--- config.mk ---
export PLATFORM = sky130hd
export DESIGN_NAME = mem_burst_ctrl
export DESIGN_NICKNAME = d
export VERILOG_FILES = /design/src/rtl/mem_pkg.sv /design/src/rtl/mem_addr_seq.sv /design/src/rtl/mem_burst_ctrl.sv
export SDC_FILE = /design/constraint.sdc
export NUM_CORES = 1
export LEC_CHECK = 0
export ABC_AREA = 1
export CAP_MARGIN = 20
export CORE_MARGIN = 2
export CORE_UTILIZATION = 34
export CTS_BUF_LIST = sky130_fd_sc_hd__clkbuf_16
export DETAILED_ROUTE_END_ITERATION = 8
export PLACE_DENSITY = 0.66
export SYNTH_ARGS = -nofsm -noshare
export SYNTH_HDL_FRONTEND = slang
export SYNTH_HIERARCHICAL = 1
export SYNTH_SLANG_ARGS = --single-unit
--- constraint.sdc ---
create_clock -name clk -period 1.7 [get_ports clk]
set_clock_uncertainty 0.1 [all_clocks]
set_input_delay 0.255 -clock clk [delete_from_list [all_inputs] [get_ports clk]]
set_output_delay 0.255 -clock clk [all_outputs]
set_load 0.02 [all_outputs]
--- src/rtl/mem_pkg.sv ---
// Shared definitions for the memory burst controller.
// Data/address width defaults and the controller state encoding.
package mem_pkg;

  localparam int DW_DEF = 8;
  localparam int AW_DEF = 3;

  typedef enum logic [1:0] {
    IDLE     = 2'd0,
    WR       = 2'd1,
    RD       = 2'd2,
    RD_DRAIN = 2'd3
  } state_t;

endpackage

--- src/rtl/mem_addr_seq.sv ---
// Burst address sequencer: start-address load, modulo increment,
// and a remaining-beat down-counter that saturates at zero.
module mem_addr_seq
  import mem_pkg::*;
#(
  parameter int AW = AW_DEF
) (
  input  logic          clk,
  input  logic          rst,
  input  logic          load,
  input  logic          step,
  input  logic [AW-1:0] ld_addr,
  input  logic [AW-1:0] ld_len,
  output logic [AW-1:0] addr,
  output logic [AW-1:0] addr_nxt,
  output logic          last
);

  logic [AW-1:0] rem;

  assign addr_nxt = addr + AW'(1);
  assign last     = (rem == '0);

  always_ff @(posedge clk or negedge rst) begin
    if (!rst) begin
      addr <= '0;
      rem  <= '0;
    end else if (load) begin
      addr <= ld_addr;
      rem  <= ld_len;
    end else if (step) begin
      addr <= addr_nxt;
      if (!last) rem <= rem - AW'(1);
    end
  end

endmodule

--- src/rtl/mem_burst_ctrl.sv ---
// Burst initiator for the 8-entry memory: accepts burst commands,
// streams write beats in and read beats out over consecutive addresses.
module mem_burst_ctrl
  import mem_pkg::*;
#(
  parameter int DW = DW_DEF,
  parameter int AW = AW_DEF
) (
  input  logic          clk,
  input  logic          rst,
  input  logic          cmd_valid,
  output logic          cmd_ready,
  input  logic          cmd_wr,
  input  logic [AW-1:0] cmd_addr,
  input  logic [AW-1:0] cmd_len,
  input  logic          wr_valid,
  output logic          wr_ready,
  input  logic [DW-1:0] wr_data,
  output logic          rd_valid,
  output logic [DW-1:0] rd_data,
  output logic          done,
  output logic          err,
  output logic          mem_en_w,
  output logic          mem_en_r,
  output logic [AW-1:0] mem_address,
  output logic [DW-1:0] mem_data_in,
  input  logic [DW-1:0] mem_data_out,
  input  logic          mem_full,
  input  logic          mem_empty
);

  state_t        state_q, state_d;
  logic          en_w_d, en_r_d;
  logic [AW-1:0] addr_d;
  logic [DW-1:0] data_d;
  logic          rv_d, done_d, err_d;
  logic          load, step;
  logic [AW-1:0] seq_addr, seq_nxt;
  logic          seq_last;

  mem_addr_seq #(.AW(AW)) u_seq (
    .clk      (clk),
    .rst      (rst),
    .load     (load),
    .step     (step),
    .ld_addr  (cmd_addr),
    .ld_len   (cmd_len),
    .addr     (seq_addr),
    .addr_nxt (seq_nxt),
    .last     (seq_last)
  );

  // Holding off a command while done is high keeps done/err single-cycle.
  assign cmd_ready = (state_q == IDLE) && !done;
  assign wr_ready  = (state_q == WR);
  assign rd_data   = mem_data_out;

  always_comb begin
    state_d = state_q;
    en_w_d  = 1'b0;
    en_r_d  = 1'b0;
    addr_d  = mem_address;
    data_d  = mem_data_in;
    rv_d    = 1'b0;
    done_d  = 1'b0;
    err_d   = 1'b0;
    load    = 1'b0;
    step    = 1'b0;
    unique case (state_q)
      IDLE: begin
        if (cmd_valid && cmd_ready) begin
          load = 1'b1;
          if (cmd_wr) begin
            if (mem_full) begin
              err_d  = 1'b1;
              done_d = 1'b1;
            end else begin
              state_d = WR;
            end
          end else if (mem_empty) begin
            err_d  = 1'b1;
            done_d = 1'b1;
          end else begin
            state_d = RD;
            en_r_d  = 1'b1;
            addr_d  = cmd_addr;
          end
        end
      end
      WR: begin
        if (mem_full) begin
          err_d   = 1'b1;
          done_d  = 1'b1;
          state_d = IDLE;
        end else if (wr_valid) begin
          en_w_d = 1'b1;
          addr_d = seq_addr;
          data_d = wr_data;
          step   = 1'b1;
          if (seq_last) begin
            done_d  = 1'b1;
            state_d = IDLE;
          end
        end
      end
      RD: begin
        rv_d = 1'b1;
        if (seq_last) begin
          state_d = RD_DRAIN;
        end else begin
          step   = 1'b1;
          en_r_d = 1'b1;
          addr_d = seq_nxt;
        end
      end
      RD_DRAIN: begin
        done_d  = 1'b1;
        state_d = IDLE;
      end
      default: state_d = IDLE;
    endcase
  end

  always_ff @(posedge clk or negedge rst) begin
    if (!rst) begin
      state_q     <= IDLE;
      mem_en_w    <= 1'b0;
      mem_en_r    <= 1'b0;
      mem_address <= '0;
      mem_data_in <= '0;
      rd_valid    <= 1'b0;
      done        <= 1'b0;
      err         <= 1'b0;
    end else begin
      state_q     <= state_d;
      mem_en_w    <= en_w_d;
      mem_en_r    <= en_r_d;
      mem_address <= addr_d;
      mem_data_in <= data_d;
      rd_valid    <= rv_d;
      done        <= done_d;
      err         <= err_d;
    end
  end

endmodule

==> metrics, run 1 <==
ant diodes 0; Final period util 0.963; Worst Setup End Kind flip-flop; I/O Buffers 38; Die Y 70.2 µm; hpwl dp 2570 µm; Iter 0 DRT Violations 47; CP startpoint u_seq/rem[0]; ratio of cells with drive above 1 in the final layout 0.254; Avg WL per Cell 11.4 µm; Syn Inst Count 195; Final ANT Viol Nets 0; Max VDD drop about 700 µV; # DRC 0; nets approximately 300; Post-synth EDFFs 0; Hold Crit Class in2async; FMAX 0.611 GHz; Mapped Area ~0.0015 mm²; synthesis-stage register bit count 24; Cell variety after synth 23; Critical R2R Launch u_seq/rem[0]; run status complete, no violations; Avg Cell Area, Syn approximately 7.6 µm²; Post-DP Area 0.00204 mm²; synth-to-layout area growth 48.2%; largest net degree at the start of global routing 25; Final Slew Violations 0; WP data required 1.79 ns; # setup viols final 0; gpl congestion ~0.8; most frequent cells in the layout nand2_1, clkdlybuf4s50_1, dfrtp_1; Worst-path clk slew 0.06 ns; GRT Total Usage 0.141; Starting Density 0.347; Slew HR 0.789; Die Wd 70.2 µm; Final Hold Vio Count 0; GRT overflow 0; Lkg Pwr 1.11 nW; DR pass1 iterations 5; Slew @ Worst Pin 0.317 ns; register area 601 µm²; root buf cell clkbuf_16; Crit Path Max Fanout 4; critical path class reg2reg; vias in the first global route 1221; async set or reset register ratio after synthesis 1.00; unrepaired setup endpoints after global routing yes; main flop type after synthesis dfrtp_1; Setup WS post-layout 0.0636 ns; Synth Warn # 6; Total Wirelength 3470 µm; CTS HTree Levels 1; Sink Count 24; initial antenna violation count 0; CTS Buf Count 3; clk buf depth 2; worst slack, placed -0.0879 ns; Syn Nets 234; I/O pins 55; final setup TNS 0 ns; Seq/Total Area, Yosys 0.403; die area 0.00492 mm²; max_cap viols 0; Tmin final 1.64 ns; via count of the routed design around 1400; critical path startpoint category flip-flop; num rows 24; pwr dens between 1500 and 2000 mW/mm²; worst skew pair latency 0.26 ns; DR vias/cell 4.45; first-pass GRT wire length 5540 µm; core area 0.00429 mm²; commonest non-fill, non-tap cell in the layout nand2_1; multi-input logic area 785 µm²; fin area about 0.0022 mm²; Critical Path AT 1.73 ns; CTS tree yes; fill count ~430
[cell type report]
type	count	share of cell area
sequential	24	0.272
clock inverter	1	0.0136
multi-input combinational	136	0.355
tap	52	0.0295
clock buffer	3	0.0340
timing repair buffer	62	0.251
inverter	26	0.0442
[per-layer routing]
| layer | GRT usage | vias up | wire length (µm) |
|---|---|---|---|
| met5 | 0 | - | 0 |
| met4 | 0.0577 | 0 | 48 |
| met3 | 0.0274 | 7 | 174 |
| met2 | 0.217 | 32 | 1570 |
| met1 | 0.195 | 608 | 1680 |
| li1 | - | 707 | - |
[registers in the layout (all words and copies together) (netlist names), 2 cells and up]
register,flops
mem_data_in,8
u_seq/addr,3
state_q,2
u_seq/rem,3
mem_address,3
[synth_stat cells (2+ instances only)]
master	count	area, µm²
a21boi_0	2	15.0
a21oi_1	3	15.0
buf_4	8	60.1
dfrtp_1	24	601
ha_1	10	125
inv_1	21	78.8
inv_2	5	18.8
nand2_1	79	297
nand2_2	4	25.0
nand3_1	13	65.1
nand4_1	2	12.5
nor2_1	5	18.8
nor2_4	4	45.0
o21ai_0	6	30.0
[final timing paths]
check	cells past startpoint	end	slack (ns)
setup / recovery	11	u_seq/addr[2]	0.06
hold / removal	2	mem_address[1]	0.26
setup reg to reg	11	u_seq/addr[2]	0.06
hold reg to reg	2	mem_address[1]	0.37
max in group asynchronous	2	u_seq/addr[0]	0.99
min in group clk	2	mem_address[1]	0.37
[cells by family (layout without fill, tap and decap cells)]
logic type,count (synthesis),after routing,synth area share
AO/OA/AOI/OAI,13,13,0.0521
flip-flops,24,24,0.403
AND/OR/NAND/NOR,113,113,0.347
buffers and inverters,35,92,0.113
adder cells (fa/ha/maj),10,10,0.0840
[worst max-delay path: stages, from the launching register on]
cell and delay [ns]:
dfrtp_1 0.34, inv_1 0.06, ha_2 0.20, nand2_2 0.09, inv_2 0.06, nor2_4 0.09, inv_2 0.06, a21boi_4 0.19
inv_2 0.07, nor2_4 0.15, nand3_2 0.08, nand3_1 0.07
[report_power, final]
part	total [mW]	internal, mW	switching (mW)
sequential	0.975	0.831	0.144
combinational	2.48	1.15	1.33
clock	0.661	0.468	0.193
total	4.12	2.45	1.67
[repair_timing]
item	4_1_cts	5_1_grt
pin swaps	1	6
endpoints found under the hold margin	0	0
gates resized for setup	10	15
setup buffers	2	1
hold buffers	0	0
endpoints found under the setup margin	8	10
[stage by stage]
step / hold WS, ns / util / instances / power (mW)
2_1_floorplan: -0.141 / - / 195 / 2.35
3_3_place_gp: 0.363 / 0.474 / 297 / 3.27
3_5_place_dp: 0.362 / 0.474 / 297 / 3.29
4_1_cts: 0.274 / 0.505 / 303 / 4.04
5_1_grt: 0.305 / 0.514 / 304 / 4.43
6_report: 0.265 / 0.514 / 304 / 4.12
Note: power is estimated with default switching activity, not from simulation.
==> inputs of run 2 (changes only) <==
Settings changed: CORE_UTILIZATION 34 to 40, CTS_CLUSTER_DIAMETER set to 50, MAX_ROUTING_LAYER set to met4, PLACE_DENSITY 0.66 to 0.76.
==> run 2 against run 1 <==
Effect of this change:
- clock power rose by 2%
- total power fell by 0.54%
- sequential power barely moved
- global-route usage rose by 3.8 points
- setup slack improved by 0.028 ns
- design area fell by 1.1%
- sequential share of layout area rose by 0.31 points
==> metrics, run 2 (same netlist as run 1, synthesis figures left out) <==
Clock power frac 0.164 (was 0.161); Tmin final 1.61 ns (was 1.64 ns); hpwl dp 2500 µm (was 2570 µm); run status complete, no violations (unchanged); GRT overflow 0 (unchanged); core area 0.00361 mm² (was 0.00429 mm²); num rows 22 (was 24); Final Hold Vio Count 0 (unchanged); slowest cell on the critical path dfrtp_1 (unchanged); Max VDD drop 1070 µV (was 702 µV); Util after Layout 0.605 (was 0.514); worst skew pair latency 0.26 ns (about the same); fill count 312 (was 426); ratio of cells with drive above 1 in the final layout 0.248 (was 0.254); # setup viols final 0 (unchanged); Final Power 4.09 mW (was 4.12 mW); switch share 0.408 (was 0.406); cells along the critical path buf_4 -> ha_2 -> inv_2 -> nor2_4 -> inv_2 -> a21boi_4 -> inv_2 -> nor2_4 -> nand3_1 -> nand3_1 (was inv_1 -> ha_2 -> nand2_2 -> inv_2 -> nor2_4 -> inv_2 -> a21boi_4 -> inv_2 -> nor2_4 -> nand3_2 -> nand3_1); Post CTS Setup Buffer Count 0 (was 2); Slew @ Worst Pin 0.305 ns (was 0.317 ns); root buf cell clkbuf_16 (unchanged); Die Wd 65.0 µm (was 70.2 µm); clk buf depth 2 (unchanged); Seq pwr share 0.237 (about the same); DR pass1 iterations 4 (was 5); CP startpoint state_q[1] (was u_seq/rem[0]); Total Wirelength 3380 µm (was 3470 µm); max_cap viols 0 (unchanged); final setup TNS 0 ns (unchanged); largest net degree at the start of global routing 25 (unchanged); Sink Count 24 (unchanged); # DRC 0 (unchanged); pwr dens 1880 mW/mm² (was 1860 mW/mm²); Post-DP Area 0.00204 mm² (about the same); first-pass GRT wire length 5840 µm (was 5540 µm); Avg WL per Cell 11.3 µm (was 11.4 µm); Lkg Pwr 1.10 nW (was 1.11 nW); gpl congestion 0.807 (was 0.798); GRT Total Usage 0.179 (was 0.141); I/O pins 55 (unchanged); fin area 0.00218 mm² (was 0.00221 mm²); critical path startpoint category flip-flop (unchanged); I/O Buffers 38 (unchanged); DR vias/cell 4.60 (was 4.45); synth-to-layout area growth 46.6% (was 48.2%); CTS Hold Buffers Added 0 (unchanged); Starting Density 0.413 (was 0.347); CTS HTree Levels 1 (unchanged); CP dominant cell by count inv_2 (unchanged); Die Y 65.0 µm (was 70.2 µm); Hold Crit Class in2async (unchanged); Largest Register mem_data_in (unchanged); WP data required 1.80 ns (was 1.79 ns); net switching power 1.67 mW (about the same); FMAX 0.622 GHz (was 0.611 GHz); ant diodes 0 (unchanged); reg2reg end u_seq/addr[2] (unchanged); Gate power share 0.599 (was 0.603); commonest non-fill, non-tap cell in the layout nand2_1 (unchanged); via count of the routed design 1371 (was 1354); Worst-path clk slew 0.07 ns (was 0.06 ns); P_int 2.42 mW (was 2.45 mW); initial antenna violation count 0 (unchanged); R2R cell count 10 (was 11); Critical Path AT 1.71 ns (was 1.73 ns); R2R setup slack 0.09 ns (was 0.06 ns); Slew HR 0.796 (was 0.789); Crit Path Max Fanout 4 (unchanged); most frequent cells in the layout nand2_1, clkdlybuf4s50_1, dfrtp_1 (unchanged); Critical R2R Launch state_q[1] (was u_seq/rem[0]); vias in the first global route 1355 (was 1221); CTS tree yes (unchanged); Final period util 0.946 (was 0.963); die area 0.00423 mm² (was 0.00492 mm²); Final Slew Violations 0 (unchanged); slowest stage delay, CP 0.34 ns (about the same); crit path to u_seq/addr[2] (unchanged); Worst Setup End Kind flip-flop (unchanged); unrepaired setup endpoints after global routing yes (unchanged); critical path class reg2reg (unchanged); nets 290 (was 292); max FFs per register 8 (unchanged); CTS Buf Count 3 (unchanged); Final ANT Viol Nets 0 (unchanged); Iter 0 DRT Violations 45 (was 47)
-- run 2: worst min path at each step --
| stage | end | start | slack, ns | depth (start not counted) |
|---|---|---|---|---|
| 2_1_floorplan | done | rst | -0.14 | 0 |
| 3_3_place_gp | mem_data_in[1] | mem_data_in[1] | 0.36 | 2 |
| 3_5_place_dp | mem_address[2] | mem_address[2] | 0.36 | 2 |
| 4_1_cts | u_seq/addr[2] | rst | 0.27 | 2 |
| 5_1_grt | u_seq/addr[2] | rst | 0.29 | 2 |
| 6_report | u_seq/addr[2] | rst | 0.26 | 2 |
-- run 2: power by group through the flow --
stage	sequential, mW	combinational [mW]	clock, mW
2_1_floorplan	1.19	1.16	0
3_3_place_gp	0.972	2.28	0
3_5_place_dp	0.976	2.33	0
4_1_cts	0.968	2.38	0.681
5_1_grt	1.01	2.72	0.707
6_report	0.972	2.45	0.671
-- run 2: what timing repair did --
| action | 4_1_cts | 5_1_grt |
|---|---|---|
| gates resized for setup | 9 | 18 |
| endpoints found under the setup margin | 8 | 13 |
| pin swaps | 1 | 6 |
-- run 2: final cells by class --
cell class | count | area, µm² | share of cell area
Inverter | 26 | 97.6 | 0.0447
Multi-Input combinational cell | 136 | 779 | 0.357
Clock buffer | 3 | 75.1 | 0.0344
Tap cell | 48 | 60.1 | 0.0275
Timing Repair Buffer | 60 | 539 | 0.247
Clock inverter | 1 | 30.0 | 0.0138
Sequential cell | 24 | 601 | 0.275
-- run 2: layer usage --
layer,vias to the layer above,part of all wire,routed length (µm),global-route usage
li1,706,-,-,-
met1,631,0.44,1480,0.219
met2,30,0.50,1700,0.308
met3,4,0.052,177,0.0399
met4,0,0.0074,25,0.0313
met5,-,0,0,-
-- run 2: stage by stage --
stage               std cells  hold slack, ns  worst slack [ns]
global route              298           0.294          -0.00563
floorplan                 195          -0.141            0.0248
CTS                       298           0.266           0.00884
global placement          294           0.361          -0.00622
finish                    298           0.256            0.0915
detailed placement        294           0.363           -0.0451
-- run 2: worst max-delay path, delay by kind of cell, from the launching register on --
kind | cells | cell delay (ns)
AOI/OAI and AO/OA | 1 | 0.19
adders and majority gates | 1 | 0.20
buffers and inverters | 4 | 0.32
DFF | 1 | 0.34
and+or+nand+nor | 4 | 0.40
